===== config.mk =====
export PLATFORM = sky130hd
export DESIGN_NAME = rtc_access_scheduler
export DESIGN_NICKNAME = d
export VERILOG_FILES = /design/src/rtl/rtc_access_scheduler.sv
export SDC_FILE = /design/constraint.sdc
export NUM_CORES = 1
export LEC_CHECK = 0
export CORE_MARGIN = 2
export CORE_UTILIZATION = 46
export CTS_BUF_LIST = sky130_fd_sc_hd__clkbuf_8
export CTS_CLUSTER_DIAMETER = 30
export DETAILED_ROUTE_END_ITERATION = 8
export HOLD_SLACK_MARGIN = 0.08
export PLACE_DENSITY = 0.92
export SYNTH_ARGS = -nofsm -noshare
export SYNTH_HDL_FRONTEND = slang
export SYNTH_SLANG_ARGS = --single-unit

===== constraint.sdc =====
create_clock -name clk -period 2.3 [get_ports clk]
set_clock_uncertainty 0.15 [all_clocks]
set_input_delay 0.575 -clock clk [delete_from_list [all_inputs] [get_ports clk]]
set_output_delay 0.575 -clock clk [all_outputs]
set_load 0.03 [all_outputs]

===== src/rtl/rtc_access_scheduler.sv =====
// Arbitrates user writes and periodic time-register read bursts onto a single RTC bus FSM.
// Optional watchdog on bus transactions is enabled with `define RTC_SCHED_TIMEOUT_EN.
module rtc_access_scheduler #(
  parameter logic [7:0]  READ_BASE      = 8'h21,
  parameter int unsigned READ_COUNT     = 3,
  parameter int unsigned TIMEOUT_CYCLES = 64
) (
  input  logic       clk,
  input  logic       reset,
  input  logic       tick,
  input  logic       wr_req,
  input  logic [7:0] wr_addr,
  input  logic [7:0] wr_data,
  output logic       wr_ack,
  output logic       do_it,
  output logic       w_r,
  output logic [7:0] addr_out,
  output logic [7:0] data_out,
  input  logic       xfer_done,
  input  logic       rd_flag,
  input  logic [7:0] rd_bus,
  output logic [7:0] time_sec,
  output logic [7:0] time_min,
  output logic [7:0] time_hour,
  output logic       time_valid,
  output logic       busy,
  output logic       err
);

  localparam int unsigned IDX_W = 2;

  if (READ_COUNT < 1 || READ_COUNT > 3 || TIMEOUT_CYCLES < 2) begin : g_bad_param
    $error("rtc_access_scheduler: illegal READ_COUNT or TIMEOUT_CYCLES");
  end

  typedef enum logic [2:0] {
    IDLE, W_ISSUE, W_WAIT, R_ISSUE, R_WAIT, R_NEXT, DONE
  } state_t;

  state_t           state, state_nx;
  logic             tick_pend, tick_pend_nx;
  logic [IDX_W-1:0] idx, idx_nx;
  logic             do_it_nx, wr_ack_nx, time_valid_nx, w_r_nx, busy_nx;
  logic [7:0]       addr_nx, data_nx, sec_nx, min_nx, hour_nx;

`ifdef RTC_SCHED_TIMEOUT_EN
  localparam int unsigned TMO_W = $clog2(TIMEOUT_CYCLES) + 1;
  logic [TMO_W-1:0] tmo_cnt, tmo_cnt_nx;
  logic             err_q, err_nx;
  logic             tmo_hit_c;

  assign tmo_hit_c = (tmo_cnt == TMO_W'(TIMEOUT_CYCLES - 1));
  assign err       = err_q;
`else
  assign err = 1'b0;
`endif

  // Next-state and registered-output logic.
  always_comb begin
    state_nx      = state;
    tick_pend_nx  = tick_pend | tick;
    idx_nx        = idx;
    do_it_nx      = 1'b0;
    wr_ack_nx     = 1'b0;
    time_valid_nx = 1'b0;
    w_r_nx        = w_r;
    addr_nx       = addr_out;
    data_nx       = data_out;
    sec_nx        = time_sec;
    min_nx        = time_min;
    hour_nx       = time_hour;
`ifdef RTC_SCHED_TIMEOUT_EN
    tmo_cnt_nx    = tmo_cnt;
    err_nx        = 1'b0;
`endif

    case (state)
      IDLE: begin
        if (wr_req) begin
          state_nx = W_ISSUE;
        end else if (tick_pend) begin
          // A tick landing in this very cycle stays pending for the next burst.
          tick_pend_nx = tick;
          idx_nx       = '0;
          state_nx     = R_ISSUE;
        end
      end

      W_ISSUE: begin
        addr_nx  = wr_addr;
        data_nx  = wr_data;
        w_r_nx   = 1'b1;
        do_it_nx = 1'b1;
        state_nx = W_WAIT;
`ifdef RTC_SCHED_TIMEOUT_EN
        tmo_cnt_nx = '0;
`endif
      end

      W_WAIT: begin
`ifdef RTC_SCHED_TIMEOUT_EN
        tmo_cnt_nx = TMO_W'(tmo_cnt + 1'b1);
`endif
        if (xfer_done) begin
          wr_ack_nx = 1'b1;
          state_nx  = IDLE;
        end
`ifdef RTC_SCHED_TIMEOUT_EN
        else if (tmo_hit_c) begin
          err_nx   = 1'b1;
          state_nx = IDLE;
        end
`endif
      end

      R_ISSUE: begin
        addr_nx  = READ_BASE + 8'(idx);
        w_r_nx   = 1'b0;
        do_it_nx = 1'b1;
        state_nx = R_WAIT;
`ifdef RTC_SCHED_TIMEOUT_EN
        tmo_cnt_nx = '0;
`endif
      end

      R_WAIT: begin
`ifdef RTC_SCHED_TIMEOUT_EN
        tmo_cnt_nx = TMO_W'(tmo_cnt + 1'b1);
`endif
        if (rd_flag) begin
          case (idx)
            2'd0:    sec_nx  = rd_bus;
            2'd1:    min_nx  = rd_bus;
            2'd2:    hour_nx = rd_bus;
            default: ;
          endcase
        end
        if (xfer_done) begin
          state_nx = R_NEXT;
        end
`ifdef RTC_SCHED_TIMEOUT_EN
        else if (tmo_hit_c) begin
          err_nx   = 1'b1;
          state_nx = IDLE;
        end
`endif
      end

      R_NEXT: begin
        if (idx == IDX_W'(READ_COUNT - 1)) begin
          state_nx = DONE;
        end else begin
          idx_nx   = IDX_W'(idx + 1'b1);
          state_nx = R_ISSUE;
        end
      end

      DONE: begin
        time_valid_nx = 1'b1;
        state_nx      = IDLE;
      end

      default: state_nx = IDLE;
    endcase

    busy_nx = (state_nx != IDLE);
  end

  // State and output registers.
  always_ff @(posedge clk or posedge reset) begin
    if (reset) begin
      state      <= IDLE;
      tick_pend  <= 1'b0;
      idx        <= '0;
      do_it      <= 1'b0;
      wr_ack     <= 1'b0;
      time_valid <= 1'b0;
      w_r        <= 1'b0;
      addr_out   <= 8'h00;
      data_out   <= 8'h00;
      time_sec   <= 8'h00;
      time_min   <= 8'h00;
      time_hour  <= 8'h00;
      busy       <= 1'b0;
    end else begin
      state      <= state_nx;
      tick_pend  <= tick_pend_nx;
      idx        <= idx_nx;
      do_it      <= do_it_nx;
      wr_ack     <= wr_ack_nx;
      time_valid <= time_valid_nx;
      w_r        <= w_r_nx;
      addr_out   <= addr_nx;
      data_out   <= data_nx;
      time_sec   <= sec_nx;
      time_min   <= min_nx;
      time_hour  <= hour_nx;
      busy       <= busy_nx;
    end
  end

`ifdef RTC_SCHED_TIMEOUT_EN
  // Transaction watchdog.
  always_ff @(posedge clk or posedge reset) begin
    if (reset) begin
      tmo_cnt <= '0;
      err_q   <= 1'b0;
    end else begin
      tmo_cnt <= tmo_cnt_nx;
      err_q   <= err_nx;
    end
  end
`endif

endmodule


Word level (Yosys, flattened, before mapping)
Index checks and enable logic that the tools add are counted.
{ "word_totals": {"reg_bits": 51, "elab_cells": 56, "output_inout_bits": 46, "in_bits": 30} }
{ "op_classes": {"add_sub_neg": 2, "n_bitwise": 1, "n_mux": 19, "reduce_logical": 10, "eq_ne": 11} }
{ "ops": {"columns": ["op", "n"], "rows": [
  ["one-hot mux 3 bit (6 select lines)", 1],
  ["one-hot mux 8 bit (2 select lines)", 1],
  ["2-to-1 mux 3 bit", 5],
  ["== test 3 bit (second input constant)", 3],
  ["AND reduction 3 bit", 3],
  ["adder 6 x 2 -> 7 bit (first input constant)", 1],
  ["2-to-1 mux 1 bit", 7],
  ["== test 3 x 2 -> 1 bit (second input constant)", 2],
  ["2-to-1 mux 2 bit", 3],
  ["inequality test 2 bit (second input constant)", 3],
  ["one-hot mux 2 bit (2 select lines)", 1],
  ["AND reduction 4 bit", 1],
  ["nonzero test 2 bit", 2],
  ["== test 3 x 1 -> 1 bit (second input constant)", 1],
  ["logical NOT 3 bit", 1],
  ["nonzero test 3 bit", 1],
  ["adder 2 x 1 -> 2 bit (second input constant)", 1],
  ["== test 2 x 1 -> 1 bit (second input constant)", 1],
  ["== test 2 bit (second input constant)", 1],
  ["logical NOT 2 bit", 1],
  ["one-hot mux 1 bit (2 select lines)", 1],
  ["OR reduction 2 bit", 1],
  ["bitwise OR 1 bit", 1]
]} }

Depth between registers and ports, before layout
Gate-level depths: netlist of run 1.
{ "depth": {"depth_word": 4, "depth_mapped": 5, "mapped_depth_nobuf": 5} }

Worst setup path before layout of run 1
No wires, ideal clock.
{ "synth_path": {"path_kind": "input to register", "startpoint": "input port rd_flag", "endpoint": "register time_hour[1]", "t_arrival_ps": 1306, "path_stages": 3, "setup_slack_ps": 716, "n_path_buf": 0, "required_time_ps": 2022, "setup_time_ps": 128, "path_cell_list": "and4bb_2 nand2_4 mux2_1"} }
{ "synth_via": {"elab_chain_cells": 1} }
{ "synth_lines": {"columns": ["element", "line_no", "source"], "rows": [
  ["from (decl)", "20", "input logic rd_flag,"],
  ["AND reduction 3 bit (no source line)", null, null],
  ["to (signal assigned)", "197", "time_hour <= hour_nx;"],
  ["to (decl)", "24", "output logic [7:0] time_hour,"]
]} }
No other way between the ends.
A chain may end at the register's enable or synchronous reset.

Worst setup path after layout of run 1
{ "layout_path": {"startpoint": "register time_sec[1]", "endpoint": "output port time_sec[1]"} }
{ "layout_lines": {"columns": ["element", "line_no", "source"], "rows": [
  ["from (decl)", "22", "output logic [7:0] time_sec,"],
  ["from (signal assigned)", "195", "time_sec <= sec_nx;"]
]} }
No word-level cell between the ends.

==> summary.txt, run 1 <==
Routing
  – Routed wire length per instance: 16.32 µm
  – Final antenna-violating net count: 0
  – Iteration-0 DRC count of the detailed router: 87
  – Drt total wl: 4552 µm
  – TritonRoute pass-1 iters: 4
  – Vias: 1,442
  – DR vias/cell: 5.168
  – DRC violations left: 0

Floorplanning
  – DIE AREA: 0.005069 mm²
  – Die outline height: 71.20 µm
  – Core area: 0.004354 mm²
  – Die width: 71.20 µm
  – Row cnt: 24
  – Ports: 76
  – Starting Density: 47.70%

Cells and area
  – Nets: 262
  – Area delta synth->final: 42.65%
  – Number of fill cells: 321
  – ANT cells: 0
  – Share of post-route cells with drive strength above 1: 20.26%

CTS
  – Total number of H-tree levels: 2
  – Post CTS Setup Buffer Count: 0
  – TritonCTS clock tree: done
  – Root Buffer: clkbuf_8
  – Post-CTS Hold Fix Bufs: 0
  – TritonCTS Buffers: 5
  – Post-CTS sizing: 0
  – Sink Count: 51
  – Clock latency on the worst-skew pair: 300 ps
  – Clock tree buffer depth: 2
  – Clock Pin Slew Worst Setup and Hold Paths: 90 ps

Worst setup path
  – Critical Path RT: 1570 ps
  – Delay-heaviest family, CP: buffers and inverters
  – Worst R2R Path Depth: 3
  – Critical Path Start: time_sec[1]
  – RR Startpoint: state[0]
  – Crit-path max FO: 2
  – Crit path kind: reg2out
  – Worst setup EP type: output pin
  – Slowest stage delay, CP: 680 ps
  – Crit path buffers/inverters: 1
  – Critical Path AT: 1360 ps
  – Crit-path cells: clkdlybuf4s50_1
  – Stages on worst setup path: 1
  – CP max stage cell: clkdlybuf4s50_1
  – Startpoint Class: register

Run
  – Max-cap violations: 0

Power
  – PD cells: 1366 mW/mm²
  – P_leak: 1.367 nW
  – Worst VDD drop: 0.7677 mV

Synth
  – Synth area leader: dfrtp_1
  – Post-synth EDFFs: 0
  – Most frequent cell after synthesis: dfrtp_1
  – Post-Syn Area: 0.002077 mm²
  – Syn. warnings: 0
  – Register bit total from synthesis: 51
  – Gate Count Post-Synth: 149
  – Async set-reset flop share out of synthesis: 100.0%
  – Top-area cell type share of the netlist area: 61.45%
  – Netlist cell types: 33
  – Synthesized area per cell: 13.94 µm²
  – Post-synthesis sequential area ratio: 61.45%
  – Mapped Nets: 183
  – Top cells by area, synth: dfrtp_1, mux2_2, ha_1
  – Synth cell count leaders: dfrtp_1, mux2_2, nand2_1
  – Ys flop type: dfrtp_1

Timing
  – Final Cycle Share: 90.80%
  – Setup TNS: 0 ps
  – Max Freq: 478.9 MHz
  – Minimum clock period after layout: 2088 ps
  – RSZ-0062 raised after global routing: no
  – Setup violators final: 0
  – Final Max Tran Viols: 0
  – Hold WS: 322.4 ps
  – Final setup margin: 211.7 ps
  – Fin. Hold Viols: 0

Outcome
  – Status: finished clean

Place
  – Dpl hpwl: 3381 µm
  – Placement Setup Slack: 154.9 ps
  – # port buffers: 74
  – Placer Congestion: 0.8300

Worst hold path
  – Hold Path Stages: 2
  – Hold Crit Class: reg2reg
  – Hold path start: addr_out[5]

Global routing
  – Largest net degree at the start of global routing: 52
  – Total track usage: 19.46%
  – First-pass GRT wire length: 7500 µm
  – Vias in the first global route: 1,540
  – GRT overflow: 0
  – Initial antenna violation count: 0
## final cells by class
class / instances / area [µm²] / area share, %
Clock buffer: 5 / 68.82 / 2.323
Sequential cell: 51 / 1276 / 43.07
Tap cell: 52 / 65.06 / 2.196
Inverter: 7 / 26.28 / 0.8868
Multi-Input combinational cell: 85 / 739.5 / 24.96
Timing Repair Buffer: 78 / 783.3 / 26.44
Clock inverter: 1 / 3.754 / 0.1267
## layer usage
metal	up-vias	part of all wire (%)	GRT usage, %
met1	723	39	23.80
met5	-	0	0
li1	669	-	-
met2	42	53	32.41
met4	0	1.9	8.176
met3	8	6.0	5.413
## final timing paths
check / slack (ps) / end
max in group asynchronous: 1290 / data_out[6]
worst max-delay path: 210 / time_sec[1]
min in group asynchronous: 490 / data_out[4]
worst max register to register: 590 / time_hour[1]
worst min-delay path: 320 / addr_out[5]
worst min register to register: 320 / addr_out[5]
## sequential cells by signal, indices dropped and copies added, names as in the netlist, 2 cells and up
register,flops
time_min,8
idx,2
addr_out,8
data_out,8
time_sec,8
time_hour,8
state,3
## tightest hold or removal path: cells and delay by family, from the launching register on
kind	cells	cell delay, ps
DFF	1	350
and+or+nand+nor	2	100
## power by group
group	switching, W	internal (W)	total, W
sequential	0.000237	0.00125	0.00149
clock	0.000274	0.000199	0.000473
combinational	0.00111	0.000971	0.00209
total	0.00163	0.00242	0.00405
## cell families (layout without fill, tap and decap cells)
group / after synthesis / after routing / share of synthesized area, %
buffers and inverters: 13 / 91 / 2.952
flip-flops: 51 / 51 / 61.45
adder cells (fa/ha/maj): 4 / 4 / 2.410
AO/OA/AOI/OAI: 19 / 19 / 6.205
AND/OR/NAND/NOR: 26 / 26 / 8.012
multiplexers: 35 / 35 / 18.79
other: 1 / 1 / 0.1805
## cell usage in the layout (no fill, tap or decap), drive strengths merged, types with 2 or more instances in the layout
master         netlist  layout
inv                  7       8
buf                  4       4
o21ai                6       6
clkbuf               2       5
a21oi                2       2
mux2i                3       3
o211ai               2       2
nand2               11      11
dfrtp               51      51
clkdlybuf4s50        0      74
a22o                 4       4
ha                   4       4
mux2                32      32
nor2                 5       5
nand2b               2       2
## stage by stage
stage	cells	instance area (µm²)	power, W	utilization, %
after floorplan	149	2077	0.002741	-
after global placement	273	2890	0.003539	66.38
after detailed placement	273	2890	0.003609	66.38
after CTS	279	2963	0.004091	68.05
after global routing	279	2963	0.004271	68.05
final	279	2963	0.004048	68.05
No activity file was read; power rests on OpenSTA's default activity.
==> run 2, diff against run 1 <==
SETUP_SLACK_MARGIN = 0.2   (was not set)
==> summary.txt, run 2 (synthesis gave the netlist of run 1 again) <==
Outcome
  – Status: finished clean

Power
  – Cell-internal power: 0.002402 W
  – P_leak: 1.609 nW
  – Worst VDD drop: 0.8139 mV
  – Logic pwr share: 51.3%
  – Flop pwr share: 36.9%
  – PD cells: 1341 mW/mm²
  – Clock power share: 11.8%
  – Sw frac: 40.46%
  – Net Sw Power: 0.001632 W

CTS
  – TritonCTS clock tree: done
  – TritonCTS Buffers: 5
  – Clock tree buffer depth: 2
  – Root Buffer: clkbuf_8
  – Clock Pin Slew Worst Setup and Hold Paths: 90 ps
  – Post CTS Setup Buffer Count: 0
  – Sink Count: 51
  – Post-CTS Hold Fix Bufs: 0
  – Total number of H-tree levels: 2
  – Clock latency on the worst-skew pair: 310 ps

Timing
  – Setup TNS: 0 ps
  – Minimum clock period after layout: 2093 ps
  – Max Freq: 477.8 MHz
  – RSZ-0062 raised after global routing: no
  – Setup violators final: 0
  – Final Max Tran Viols: 0
  – Hold WS: 318.7 ps
  – Final Cycle Share: 91.00%
  – Fin. Hold Viols: 0

Cells and area
  – Nets: 262
  – Finished Cell Area: 0.003008 mm²
  – Reg area: 0.001276 mm²
  – Multi-input logic area: 739.5 µm²
  – Share of post-route cells with drive strength above 1: 20.26%
  – ANT cells: 0
  – Commonest non-fill, non-tap cell in the layout: clkdlybuf4s50_1
  – Area delta synth->final: 44.82%
  – Most frequent cells in the layout: clkdlybuf4s50_1, dfrtp_1, mux2_2
  – Number of fill cells: 313

Routing
  – Drt total wl: 4654 µm
  – Final antenna-violating net count: 0
  – TritonRoute pass-1 iters: 4
  – DR vias/cell: 5.129
  – Routed wire length per instance: 16.68 µm
  – Iteration-0 DRC count of the detailed router: 72
  – Vias: 1,431
  – DRC violations left: 0

Global routing
  – Largest net degree at the start of global routing: 52
  – Vias in the first global route: 1,540
  – GRT overflow: 0
  – Total track usage: 19.46%
  – Initial antenna violation count: 0
  – First-pass GRT wire length: 7500 µm

Worst hold path
  – Hold Crit Class: reg2reg
  – Hold Path Stages: 2
  – Hold path start: addr_out[5]
  – Hold Path End: addr_out[5]

Worst setup path
  – Startpoint Class: register
  – Worst setup EP type: output pin
  – Critical Path AT: 1370 ps
  – Critical Path RT: 1570 ps
  – Worst R2R Path Depth: 3
  – Delay-heaviest family, CP: buffers and inverters
  – Crit-path max FO: 2
  – CP max stage cell: clkdlybuf4s50_1
  – Crit-path cells: clkdlybuf4s50_1
  – Crit path kind: reg2out
  – Crit path buffers/inverters: 1
  – Reg2Reg Setup Slack: 580 ps
  – Slowest stage delay, CP: 700 ps
  – FF-to-FF End: time_hour[1]
  – RR Startpoint: state[0]

Place
  – DP Area: 0.002890 mm²
  – Dpl hpwl: 3381 µm
  – # port buffers: 74
  – Placer Congestion: 0.8300

Floorplanning
  – Die outline height: 71.20 µm
  – Row cnt: 24
  – Core area: 0.004354 mm²
  – Ports: 76
  – Die width: 71.20 µm
  – Starting Density: 47.70%
  – DIE AREA: 0.005069 mm²

Run
  – Max-cap violations: 0
==> run 2: how the worst max path moves through the flow <==
stage                     start            to  slack (ps)  depth (start not counted)
floorplan                 reset   addr_out[0]         350                          1
global placement        rd_flag  time_hour[1]         190                          4
detailed placement      rd_flag  time_hour[1]         150                          4
CTS                 addr_out[0]   addr_out[0]         210                          1
global route        time_min[4]   time_min[4]         180                          1
finish              time_min[4]   time_min[4]         210                          1
==> run 2: repair_timing <==
action,in CTS,in global routing
resized for setup,0,18
endpoints found under the hold margin,0,0
setup endpoints to repair,0,18
==> run 2: final cells by class <==
cell class | count | share of cell area (%)
Sequential cell | 51 | 42.43
Tap cell | 52 | 2.163
Multi-Input combinational cell | 85 | 24.58
Clock buffer | 5 | 2.288
Timing Repair Buffer | 78 | 27.54
Clock inverter | 1 | 0.1248
Inverter | 7 | 0.8735
==> run 2: through the flow <==
step	cells	setup WS (ps)	utilization [%]	power (W)
after global routing	279	181.6	69.08	0.004250
after global placement	273	187.1	66.38	0.003539
after detailed placement	273	154.9	66.38	0.003609
after floorplan	149	345.5	-	0.002741
final	279	206.9	69.08	0.004035
after CTS	279	207.1	68.05	0.004091
==> run 2: per-layer routing <==
layer,global-route usage (%),vias to the layer above,share of wire [%]
met1,23.80,716,41
met4,8.176,0,1.8
met2,32.41,38,52
li1,-,669,-
met3,5.413,8,5.5
met5,0,-,0
==> run 2: power groups by stage <==
| stage | clock network (W) | logic, W | registers (W) |
|---|---|---|---|
| finish | 0.000476 | 0.00207 | 0.00149 |
| floorplan | 0 | 0.000677 | 0.00206 |
| global route | 0.000518 | 0.00219 | 0.00154 |
| global placement | 0 | 0.00206 | 0.00148 |
| CTS | 0.000485 | 0.00211 | 0.00149 |
| detailed placement | 0 | 0.00210 | 0.00150 |
==> run 3, diff against run 2 <==
SLEW_MARGIN = 15   (was not set)
==> results of run 3 <==
No change in the layout: final DEF, timing and power equal those of run 2.
